==> config.mk <==
export PLATFORM = sky130hd
export DESIGN_NAME = approx_err_evaluator
export DESIGN_NICKNAME = d
export VERILOG_FILES = /design/src/rtl/approx_eval_pkg.sv /design/src/rtl/approx_eval_align.sv /design/src/rtl/approx_err_evaluator.sv
export SDC_FILE = /design/constraint.sdc
export NUM_CORES = 1
export LEC_CHECK = 0
export BUFFER_PORTS_ARGS = -buffer_cell sky130_fd_sc_hd__clkbuf_2
export CORE_ASPECT_RATIO = 0.75
export CORE_MARGIN = 8
export CORE_UTILIZATION = 55
export CTS_CLUSTER_SIZE = 16
export DETAILED_ROUTE_END_ITERATION = 6
export GPL_ROUTABILITY_DRIVEN = 0
export PLACE_DENSITY_LB_ADDON = 0.2
export REMOVE_ABC_BUFFERS = 1
export SLEW_MARGIN = 20
export SYNTH_ARGS = -nofsm -noshare
export SYNTH_HDL_FRONTEND = slang
export SYNTH_SLANG_ARGS = --single-unit
==> constraint.sdc <==
create_clock -name clk -period 4.1 [get_ports clk]
set_input_delay 0.41 -clock clk [delete_from_list [all_inputs] [get_ports clk]]
set_output_delay 0.41 -clock clk [all_outputs]
set_load 0.03 [all_outputs]
==> src/rtl/approx_eval_pkg.sv <==
// Shared types and helpers for the approximate-multiplier error evaluator.
// Default-geometry constants; the top re-derives its own from its parameters.
package approx_eval_pkg;

    typedef enum logic [1:0] {
        ST_IDLE  = 2'd0,
        ST_SWEEP = 2'd1,
        ST_DRAIN = 2'd2,
        ST_DONE  = 2'd3
    } state_e;

    localparam int IN_W_DEF = 4;
    localparam int N_VEC    = 2 ** IN_W_DEF;
    localparam int OPW      = IN_W_DEF / 2;

    // Operands are zero-extended by the caller, so an unsigned compare-and-subtract is exact.
    function automatic logic [31:0] abs_diff(input logic [31:0] exact, input logic [31:0] approx);
        return (exact >= approx) ? (exact - approx) : (approx - exact);
    endfunction

endpackage

==> src/rtl/approx_eval_align.sv <==
// LAT-deep (vec, valid) delay line lining up driven vectors with CUT results.
// Collapses to plain wires for a combinational CUT.
module approx_eval_align #(
    parameter int W   = 4,
    parameter int LAT = 0
) (
    input  logic         clk,
    input  logic         rst,
    input  logic [W-1:0] vec_in,
    input  logic         valid_in,
    output logic [W-1:0] vec_out,
    output logic         valid_out
);

    generate
        if (LAT == 0) begin : g_wire
            logic unused_clk_rst;
            assign unused_clk_rst = clk ^ rst;
            assign vec_out        = vec_in;
            assign valid_out      = valid_in;
        end else begin : g_pipe
            logic [W-1:0] vec_q   [LAT];
            logic [LAT-1:0] valid_q;

            always_ff @(posedge clk or posedge rst) begin
                if (rst) begin
                    for (int i = 0; i < LAT; i++) begin
                        vec_q[i] <= '0;
                    end
                    valid_q <= '0;
                end else begin
                    vec_q[0]   <= vec_in;
                    valid_q[0] <= valid_in;
                    for (int i = 1; i < LAT; i++) begin
                        vec_q[i]   <= vec_q[i-1];
                        valid_q[i] <= valid_q[i-1];
                    end
                end
            end

            assign vec_out   = vec_q[LAT-1];
            assign valid_out = valid_q[LAT-1];
        end
    endgenerate

endmodule

==> src/rtl/approx_err_evaluator.sv <==
// Exhaustive sweep of a 2-operand approximate multiplier, tracking worst-case error,
// error count and the first vector reaching the worst case.
//   state    | meaning
//   ST_IDLE  | after reset, waiting for start
//   ST_SWEEP | driving vectors 0 .. 2^IN_W-1, one per cycle
//   ST_DRAIN | LAT cycles flushing the CUT pipeline
//   ST_DONE  | results and pass held until the next start
module approx_err_evaluator
    import approx_eval_pkg::*;
#(
    parameter int IN_W  = 4,
    parameter int OUT_W = 4,
    parameter int ET    = 4,
    parameter int LAT   = 0
) (
    input  logic             clk,
    input  logic             rst,
    input  logic             start,
    output logic [IN_W-1:0]  cut_in,
    input  logic [OUT_W-1:0] cut_out,
    output logic             busy,
    output logic             done,
    output logic [IN_W-1:0]  max_err,
    output logic [IN_W:0]    err_count,
    output logic [IN_W-1:0]  wce_vec,
    output logic             pass
);

    localparam int              OPW_L    = IN_W / 2;
    localparam int              DW       = (LAT > 1) ? $clog2(LAT) : 1;
    localparam logic [IN_W-1:0] LAST_VEC = '1;
    localparam logic [31:0]     ET_U     = 32'(ET);

    state_e            state_q, state_d;
    logic [IN_W-1:0]   vec_q, vec_d;
    logic [DW-1:0]     drain_q, drain_d;
    logic              busy_q, busy_d;
    logic              done_q, done_d;
    logic              pass_q, pass_d;
    logic [IN_W-1:0]   max_err_q, max_err_d;
    logic [IN_W:0]     err_count_q, err_count_d;
    logic [IN_W-1:0]   wce_vec_q, wce_vec_d;

    logic [IN_W-1:0]   al_vec;
    logic              al_valid;
    logic [31:0]       exact32;
    logic [31:0]       err32;

    approx_eval_align #(.W(IN_W), .LAT(LAT)) u_align (
        .clk       (clk),
        .rst       (rst),
        .vec_in    (vec_q),
        .valid_in  (state_q == ST_SWEEP),
        .vec_out   (al_vec),
        .valid_out (al_valid)
    );

    assign exact32 = 32'(al_vec[OPW_L-1:0]) * 32'(al_vec[IN_W-1:OPW_L]);
    assign err32   = abs_diff(exact32, 32'(cut_out));

    always_comb begin
        state_d     = state_q;
        vec_d       = vec_q;
        drain_d     = drain_q;
        pass_d      = pass_q;
        max_err_d   = max_err_q;
        err_count_d = err_count_q;
        wce_vec_d   = wce_vec_q;

        // Strict greater-than keeps the earliest vector on ties.
        if (al_valid) begin
            if (err32 != 32'd0) begin
                err_count_d = err_count_q + (IN_W+1)'(1);
            end
            if (err32 > 32'(max_err_q)) begin
                max_err_d = err32[IN_W-1:0];
                wce_vec_d = al_vec;
            end
        end

        case (state_q)
            ST_IDLE, ST_DONE: begin
                if (start) begin
                    state_d     = ST_SWEEP;
                    vec_d       = '0;
                    max_err_d   = '0;
                    err_count_d = '0;
                    wce_vec_d   = '0;
                    pass_d      = 1'b0;
                end
            end
            ST_SWEEP: begin
                if (vec_q == LAST_VEC) begin
                    if (LAT == 0) begin
                        state_d = ST_DONE;
                    end else begin
                        state_d = ST_DRAIN;
                        drain_d = DW'(LAT - 1);
                    end
                end else begin
                    vec_d = vec_q + IN_W'(1);
                end
            end
            ST_DRAIN: begin
                if (drain_q == '0) begin
                    state_d = ST_DONE;
                end else begin
                    drain_d = drain_q - DW'(1);
                end
            end
            default: state_d = ST_IDLE;
        endcase

        busy_d = (state_d == ST_SWEEP) || (state_d == ST_DRAIN);
        done_d = (state_d == ST_DONE);
        if ((state_d == ST_DONE) && (state_q != ST_DONE)) begin
            pass_d = (32'(max_err_d) <= ET_U);
        end
    end

    always_ff @(posedge clk or posedge rst) begin
        if (rst) begin
            state_q     <= ST_IDLE;
            vec_q       <= '0;
            drain_q     <= '0;
            busy_q      <= 1'b0;
            done_q      <= 1'b0;
            pass_q      <= 1'b0;
            max_err_q   <= '0;
            err_count_q <= '0;
            wce_vec_q   <= '0;
        end else begin
            state_q     <= state_d;
            vec_q       <= vec_d;
            drain_q     <= drain_d;
            busy_q      <= busy_d;
            done_q      <= done_d;
            pass_q      <= pass_d;
            max_err_q   <= max_err_d;
            err_count_q <= err_count_d;
            wce_vec_q   <= wce_vec_d;
        end
    end

    assign cut_in    = vec_q;
    assign busy      = busy_q;
    assign done      = done_q;
    assign pass      = pass_q;
    assign max_err   = max_err_q;
    assign err_count = err_count_q;
    assign wce_vec   = wce_vec_q;

endmodule

# ---- Word-level counts from Yosys, hierarchy flattened
# Index checks and enable logic that the tools add are counted.
dict set report totals {
  ram_bits 0
  memories 0
  inputBits 7
  ff_bits 23
  romBits 0
  latchBits 0
}
dict set report op_classes {
  n_mux 24
  bitwise 0
  reduce_logical 10
  div_mod_pow 0
  add_sub_neg 5
  mul 1
  order_cmp 3
  eq_ne 10
  n_shift 0
}
# operator count
set ops {}
lappend ops {{2-to-1 mux 4 bit} 10}
lappend ops {{greater-than comparator 32 x 4 -> 1 bit} 1}
lappend ops {{2-to-1 mux 32 bit} 1}
lappend ops {{nonzero test 32 bit} 1}
lappend ops {{2-to-1 mux 5 bit} 4}
lappend ops {{subtractor 4 x 4 -> 5 bit} 2}
lappend ops {{equality test 2 bit, second input constant} 4}
lappend ops {{one-hot mux 4 bit (2 select lines)} 1}
lappend ops {{2-to-1 mux 2 bit} 3}
lappend ops {{inequality test 2 bit, second input constant} 3}
lappend ops {{one-hot mux 2 bit (3 select lines)} 1}
lappend ops {{nonzero test 2 bit} 3}
lappend ops {{adder 5 x 1 -> 5 bit, second input constant} 1}
lappend ops {{adder 4 x 1 -> 4 bit, second input constant} 1}
lappend ops {{equality test 2 x 1 -> 1 bit, second input constant} 2}
lappend ops {{equality test 4 bit, second input constant} 1}
lappend ops {{greater-or-equal comparator 4 bit} 1}
lappend ops {{<= comparator 4 x 3 -> 1 bit, second input constant} 1}
lappend ops {{multiplier 2 x 2 -> 4 bit} 1}
lappend ops {{2-to-1 mux 1 bit} 4}
lappend ops {{AND reduction 3 bit} 1}
lappend ops {{zero test 2 bit} 1}
lappend ops {{AND reduction 2 bit} 1}
lappend ops {{OR reduction 2 bit} 1}
lappend ops {{3 further kinds} 3}

# ---- Longest topological paths before layout
# Gate-level depths: netlist of the first run.
dict set report logic_depth {
  depth_word 10
  mapped_depth 18
  ltp_nobuf 17
}

# ---- Cells and area by module
# From an unflattened synthesis of the first run, not the netlist that was laid out.
dict set report unflattened {
  hier_cells 178
  area_unflattened_um2 1707.9
}
# module area_per_inst_um2 cells_each n_inst
set by_module_without_submodules {}
lappend by_module_without_submodules {approx_err_evaluator 1670.4 173 1}
lappend by_module_without_submodules {approx_eval_align 37.5 5 1}

# ---- Worst setup path after synthesis of the first run
# OpenSTA, ideal clock, no wires.
dict set report synth_timing {
  kind {flip-flop to flip-flop}
  startpoint {register vec_q[0], in the netlist cut_in[0]}
  endpoint {register pass_q, in the netlist pass}
  n_path_buf 1
  t_arrival_ns 3.754
  synth_period_minus_slack_ns 3.857
  setup_slack_ns 0.243
  path_stages_with_launch 18
  cell_sequence {dfrtp_1 and2_1 ha_1 ha_1 ha_1 buf_4 o21a_1 nor2_1 nor4b_1 nor3b_4 ha_1 o21ai_0 a21oi_1 o21a_1 o21ai_2 mux2i_1 nor2_1 o41ai_2}
}
dict set report synth_via {
  elab_chain_len 10
  word_cells_on_any_way 20
}
# item line_no
set synth_lines {}
lappend synth_lines {{start: declaration} approx_err_evaluator.sv:35} ;# logic [IN_W-1:0] vec_q, vec_d;
lappend synth_lines {{start signal: assignment} approx_err_evaluator.sv:134} ;# vec_q <= vec_d;
lappend synth_lines {{multiplier 2 x 2 -> 4 bit (*)} approx_err_evaluator.sv:58} ;# assign exact32 = 32'(al_vec[OPW_L-1:0]) * 32'(al_vec[IN_W-1:OPW_L]);
lappend synth_lines {{subtractor 4 x 4 -> 5 bit / greater-or-equal comparator 4 bit (equally long branches)} approx_eval_pkg.sv:18} ;# return (exact >= approx) ? (exact - approx) : (approx - exact);
lappend synth_lines {{2-to-1 mux 32 bit (*)} approx_eval_pkg.sv:18}
lappend synth_lines {{greater-than comparator 32 x 4 -> 1 bit} approx_err_evaluator.sv:75} ;# if (err32 > 32'(max_err_q)) begin
lappend synth_lines {{2-to-1 mux 4 bit (*)} approx_err_evaluator.sv:75}
lappend synth_lines {{2-to-1 mux 4 bit (*)} approx_err_evaluator.sv:71} ;# if (al_valid) begin
lappend synth_lines {{2-to-1 mux 4 bit} approx_err_evaluator.sv:83} ;# if (start) begin
lappend synth_lines {{2-to-1 mux 4 bit (*)} approx_err_evaluator.sv:81} ;# case (state_q)
lappend synth_lines {{named net max_err_d[3]} approx_err_evaluator.sv:40} ;# logic [IN_W-1:0] max_err_q, max_err_d;
lappend synth_lines {{<= comparator 4 x 3 -> 1 bit (*)} approx_err_evaluator.sv:117} ;# pass_d = (32'(max_err_d) <= ET_U);
lappend synth_lines {{2-to-1 mux 1 bit (*)} approx_err_evaluator.sv:116} ;# if ((state_d == ST_DONE) && (state_q != ST_DONE)) begin
lappend synth_lines {{end signal: assignment} approx_err_evaluator.sv:138} ;# pass_q <= pass_d;
lappend synth_lines {{end: declaration} approx_err_evaluator.sv:39} ;# logic pass_q, pass_d;
# Mark *: on every way through the listed nets, which the timed path passes. The rest lies on a longest branch.
# A chain may end at the register's enable or synchronous reset.

# ---- Final worst setup path of the first run
dict set report layout_timing {
  startpoint {register vec_q[2], in the netlist cut_in[2]}
  endpoint {register pass_q, in the netlist pass}
}
# The elaborated chain is that of the path after synthesis.

==> flow_summary.yaml, run 1 <==
setup_path:
  worstPathArrival_ns: 4.03
  crit_start: "cut_in[2]"
  path_class: "reg -> reg"
  slowest_delay_ns: 0.44
  cp_data_required_time_ns: 4.27
  cp-start-kind: "flop"
  crit_chain: "and2_1 > ha_1 > ha_1 > ha_2 > o21a_1 > nor2_2 > or3b_1 > and2_2 > ha_1 > nand2b_1 > a21oi_1 > o21a_1 > o21ai_2 > mux2i_1 > nor2_1 > o41ai_2"
  regToRegStartpoint: "cut_in[2]"
  crit_fanout: 9
  crit_top_cell: "ha_1"
  worst_path_max_delay_cell: "dfrtp_1"
  rr_worst_depth: 16
  end_kind: "flop"
global_routing:
  grt_max_degree: 23
  grtUsageTotal_pct: 14.6
  grt-ovfl-total: 0
  grt_pass1_vias: 1365
  grt_pass1_wl_um: 6080
  antenna_found_initial: 0
synth:
  syn-cell-area_um2: 1660
  yosys_warnings: 0
  synth_seq_cells: 22
  synth_xor_area_share_pct: 1.58
  seq_area_frac_synth_pct: 33.2
  synth_edf_count: 0
  synth_top_family_by_area: "simple AND/OR/NAND/NOR gates"
  yosys.cell_types.count: 47
  synth_top_area_cell: "dfrtp_1"
  syn_inst: 169
  synthFlopType: "dfrtp_1"
  synthArstFlopShare_pct: 100
  synthTopCellsByArea: "dfrtp_1 33%, ha_1 15%, nor2_1 4.1%"
  yosys.area_share.simple_pct: 22.5
  synthAdderAreaFrac_pct: 17.5
  synthMuxAreaShare_pct: 3.01
  synth_compound_area_share_pct: 17.5
  syn_avg_cell_area_um2: 9.82
  synth.top_cell.area_share_pct: 33.2
power_and_ir_drop:
  swShare_pct: 49.5
  clkPwrFrac_pct: 10.5
  power_frac_comb_pct: 63.2
  power.share.sequential_pct: 26.3
  p_int_w: 0.000741
  powerDensity_nw_per_um2: 766
  peakVddDrop_v: 0.000398
  p_switching_w: 0.000727
  leakage_nw: 0.955
cts:
  ctsHoldBuffers: 0
  cts_sinks: 22
  clkLatencyLatePin_ns: 0.26
  clk_pin_slew_worst_paths_ns: 0.08
  cts_made_buffers: 3
  cts-root-buf: "clkbuf_8"
  cts_tree: "yes"
  htreeDepth: 1
  cts_buffer_depth: 2
timing:
  rsz0062_at_grt: "no"
  setup_viol: 0
  whs_ns: 0.289
  finClkSkew_ns: 0.00757
  slew_violations: 0
  setup_ws_ns: 0.235
  period_needed_ns: 3.86
  fin_tns_setup_ns: 0
  relSlewSlack_pct: 44.4
  clock.fmax_mhz: 259
  report.final.hold_viol_count: 0
  post-route-period-util_pct: 94.3
  worst_pin_slew_ns: 0.833
cells_and_area:
  antenna_cells: 0
  fin_nets: 229
  n_fill_cell: 247
  fin_cells: 237
  final_common_cell: "clkbuf_2"
  area_delta_synth_final_pct: 15.4
  final-seq-area_um2: 551
  layout-drive-gt1-share_pct: 26.1
  mostFrequentLayoutCells: "26 x clkbuf_2, 22 x dfrtp_1, 19 x ha_1"
  multi_input_area_um2: 1050
route:
  ant_nets: 0
  drtIter0Drc: 66
  vias_per_cell: 5.63
  wl_per_cell_um: 15.5
  wl_um: 3680
  dr.pass1.iters: 4
  vias: 1334
  drcViolationCount: 0
floorplanning:
  ios: 27
  row_count: 17
  initial_core_util_pct: 57.0
  die_y_um: 63.6
  dieArea_um2: 5050
  die_x_um: 79.4
  core_area_um2: 2910
placed_design:
  port_buffers: 26
  dp_cells: 232
  hpwl_um: 2880
  post-place-ws_ns: 0.118
outcome:
  status: "complete, no violations"
job:
  drv_cap: 0
hold_path:
  hold_class: "in -> async"
synthesized netlist by cell type (2+ instances only):
cell,count
a211oi_1,2
a21oi_1,8
and2_1,4
dfrtp_1,22
fa_1,2
ha_1,20
inv_1,17
mux2i_1,5
nand2_1,7
nand2b_1,4
nand3_1,8
nor2_1,18
nor2b_1,3
nor4b_1,2
o21a_1,2
o21ai_0,7
o21ai_1,3
or3_1,3
or3_2,2
xor2_1,3
sequential cells by signal, summed over array words and instances (netlist names):
signal     count
busy           1
cut_in         4
done           1
err_count      5
max_err        4
pass           1
state_q        2
wce_vec        4
timing repair:
| item | 4_1_cts | 5_1_grt |
|---|---|---|
| setup endpoints to repair | 0 | 8 |
| setup buffers | 0 | 1 |
| resized for setup | 0 | 4 |
metrics by stage:
step           util, %  area, um2  power (W)
6_report          65.8       1920    0.00147
3_5_place_dp      63.0       1840    0.00130
2_1_floorplan        -       1640    0.00105
5_1_grt           65.8       1920    0.00158
4_1_cts           64.9       1890    0.00145
3_3_place_gp      63.0       1840    0.00126
cell families after synthesis:
group,count (synthesis)
simple gates,64
flops,22
fa+ha+maj,22
buf+inv,20
xor+xnor,3
compound gates,33
mux,5
power groups by stage:
stage          Combinational, W  Sequential, W  Clock [W]
2_1_floorplan          0.000519       0.000533          0
3_3_place_gp           0.000883       0.000382          0
3_5_place_dp           0.000908       0.000390          0
4_1_cts                0.000914       0.000385   0.000156
5_1_grt                 0.00102       0.000397   0.000167
6_report               0.000927       0.000387   0.000154
cell type report:
cell class                 instances  share of cell area, %
multi-input combinational        127                   54.6
sequential                        22                   28.7
clock buffer                       4                   2.87
inverter                          17                   3.33
tap                               38                   2.48
timing repair buffer              29                   7.96
metal layers:
metal / GRT usage (%) / share of wire [%] / vias to the layer above
met2: 24.0 / 46 / 41
met5: 0 / 0 / -
met4: 3.23 / 0.57 / 0
met3: 3.54 / 5.6 / 2
met1: 18.6 / 48 / 638
li1: - / - / 653
worst paths after layout:
path	end	slack [ns]
max in group asynchronous	wce_vec[3]	3.29
worst min register to register	pass	0.54
worst min-delay path	err_count[0]	0.29
min in group clk	state_q[0]	0.45
worst max-delay path	pass	0.24
worst max register to register	pass	0.24
worst max-delay path: cells and delay by family, from the launching register on:
| kind | cells | cell delay [ns] |
|---|---|---|
| mux | 1 | 0.20 |
| flops | 1 | 0.44 |
| fa+ha+maj | 4 | 1.18 |
| simple gates | 6 | 1.01 |
| compound gates | 5 | 0.95 |
Note: power is estimated with default switching activity, not from simulation.
==> inputs of run 2 (changes only) <==
--- a/config.mk
+++ b/config.mk
@@ -7,5 +7,4 @@
 export LEC_CHECK = 0
 export BUFFER_PORTS_ARGS = -buffer_cell sky130_fd_sc_hd__clkbuf_2
-export CORE_ASPECT_RATIO = 0.75
 export CORE_MARGIN = 8
 export CORE_UTILIZATION = 55
==> constraint.sdc (replaced) <==
create_clock -name clk -period 4.1 [get_ports clk]
set_input_delay 1.23 -clock clk [delete_from_list [all_inputs] [get_ports clk]]
set_output_delay 1.23 -clock clk [all_outputs]
set_load 0.03 [all_outputs]
==> flow_summary.yaml, run 2 (synthesized netlist as in run 1, its figures left out) <==
floorplanning:
  dieArea_um2: 5030
  die_x_um: 70.9
  core_area_um2: 2950
  initial_core_util_pct: 56.2
  die_y_um: 70.9
  ios: 27
  row_count: 20
route:
  ant_nets: 0
  dr.pass1.iters: 4
  wl_per_cell_um: 14.8
  drtIter0Drc: 36
  vias: 1342
  vias_per_cell: 5.59
  wl_um: 3540
  drcViolationCount: 0
timing:
  rsz0062_at_grt: "no"
  relSlewSlack_pct: 44.8
  fin_tns_setup_ns: 0
  period_needed_ns: 3.91
  worst_pin_slew_ns: 0.827
  report.final.hold_viol_count: 0
  post-route-period-util_pct: 95.3
  slew_violations: 0
  clock.fmax_mhz: 256
  setup_viol: 0
  finClkSkew_ns: 0.0111
cts:
  clk_pin_slew_worst_paths_ns: 0.13
  post_cts_buffers: 0
  htreeDepth: 1
  clkLatencyLatePin_ns: 0.31
  cts_sinks: 22
  cts_resized: 0
  cts_tree: "yes"
  cts_made_buffers: 3
  cts_buffer_depth: 2
  ctsHoldBuffers: 0
  cts-root-buf: "clkbuf_4"
power_and_ir_drop:
  leakage_nw: 0.993
  powerDensity_nw_per_um2: 753
  peakVddDrop_v: 0.000430
setup_path:
  crit_chain: "clkbuf_2 > inv_1 > ha_1 > nand2b_4 > a2111oi_4 > o22ai_1 > nor3b_4 > ha_1 > o21ai_0 > a21oi_1 > o21a_1 > o21ai_2 > mux2i_1 > nor2_1 > o41ai_2"
  worstPathArrival_ns: 4.13
  cp-start-kind: "input pin"
  rrSetupSlack_ns: 0.25
  slowest_delay_ns: 0.48
  regToRegStartpoint: "cut_in[2]"
  crit_top_cell: "ha_1"
  cp_top_family: "compound AO/OA/AOI/OAI gates"
  critical_path.n_buffers_inverters: 2
  r2r-end: "pass"
  rr_worst_depth: 16
  crit_fanout: 5
  path_class: "in -> reg"
  end_kind: "flop"
  worst_path_max_delay_cell: "a2111oi_4"
  cp_data_required_time_ns: 4.32
global_routing:
  grt_pass1_wl_um: 6130
  grtUsageTotal_pct: 14.6
  grt_max_degree: 23
  antenna_found_initial: 0
  grt-ovfl-total: 0
  grt_pass1_vias: 1411
cells_and_area:
  multi_input_area_um2: 1040
  final-seq-area_um2: 551
  fin_nets: 237
  layout-drive-gt1-share_pct: 27.5
  largest_reg_flops: 5
  final_common_cell: "clkbuf_2"
  fin_area_um2: 1960
  area_delta_synth_final_pct: 17.9
  mostFrequentLayoutCells: "26 x clkbuf_2, 22 x dfrtp_1, 20 x ha_1"
  antenna_cells: 0
  n_fill_cell: 257
outcome:
  status: "complete, no violations"
hold_path:
  holdPathStages: 2
  min-delay-start: "pass"
  holdPathEnd: "pass"
  hold_class: "reg -> reg"
placed_design:
  hpwl_um: 2880
  port_buffers: 26
  place_area_um2: 1900
job:
  drv_cap: 0
-- run 2: cell types whose count changed in the layout (fill, tap and decap cells not counted), sizes merged --
cell    change
clkbuf      -1
bufinv      +1
buf         +8
-- run 2: worst max-delay path by stage --
stage | startpoint | cells after the start | to | slack [ns]
finish | cut_out[0] | 15 | pass | 0.19
global route | cut_in[2] | 16 | pass | 0.008
CTS | cut_out[0] | 15 | pass | 0.21
detailed placement | cut_out[0] | 15 | pass | -0.12
global placement | cut_out[0] | 15 | pass | 0.008
floorplan | cut_out[0] | 14 | pass | -0.25
-- run 2: area by class of cell --
| type | count | area share [%] |
|---|---|---|
| inverters | 17 | 3.26 |
| repair buffers | 37 | 10.9 |
| multi-input cells | 127 | 52.9 |
| clock buffers | 3 | 1.15 |
| clock inverters | 1 | 1.53 |
| flip-flops and latches | 22 | 28.1 |
| well taps | 33 | 2.11 |
-- run 2: per-layer routing --
metal	part of all wire, %	track usage [%]	vias to the layer above
li1	-	-	671
met1	47	17.5	643
met2	49	25.6	24
met3	3.6	2.97	4
met4	1.1	3.70	0
met5	0	0	-
-- run 2: stage by stage --
stage	total power, W	std cells	utilization [%]	setup WS (ns)	hold WS, ns
global placement	0.00128	236	64.3	0.00769	0.509
finish	0.00147	240	66.3	0.191	0.539
global route	0.00160	240	66.3	0.00751	0.558
floorplan	0.00105	166	-	-0.250	0.509
detailed placement	0.00131	236	64.3	-0.119	0.512
CTS	0.00148	240	66.1	0.213	0.542
-- run 2: tightest hold or removal path, stage by stage (launching register included) --
cell and delay [ns]:
dfrtp_1 0.38, nand3_1 0.08, o41ai_2 0.05
-- run 2: power breakdown --
part / internal [W] / leakage [nW] / total [W] / switching, W
sequential: 0.000305 / 0.277 / 0.000385 / 0.0000798
clock: 0.0000988 / 0.0279 / 0.000166 / 0.0000670
combinational: 0.000357 / 0.688 / 0.000922 / 0.000566
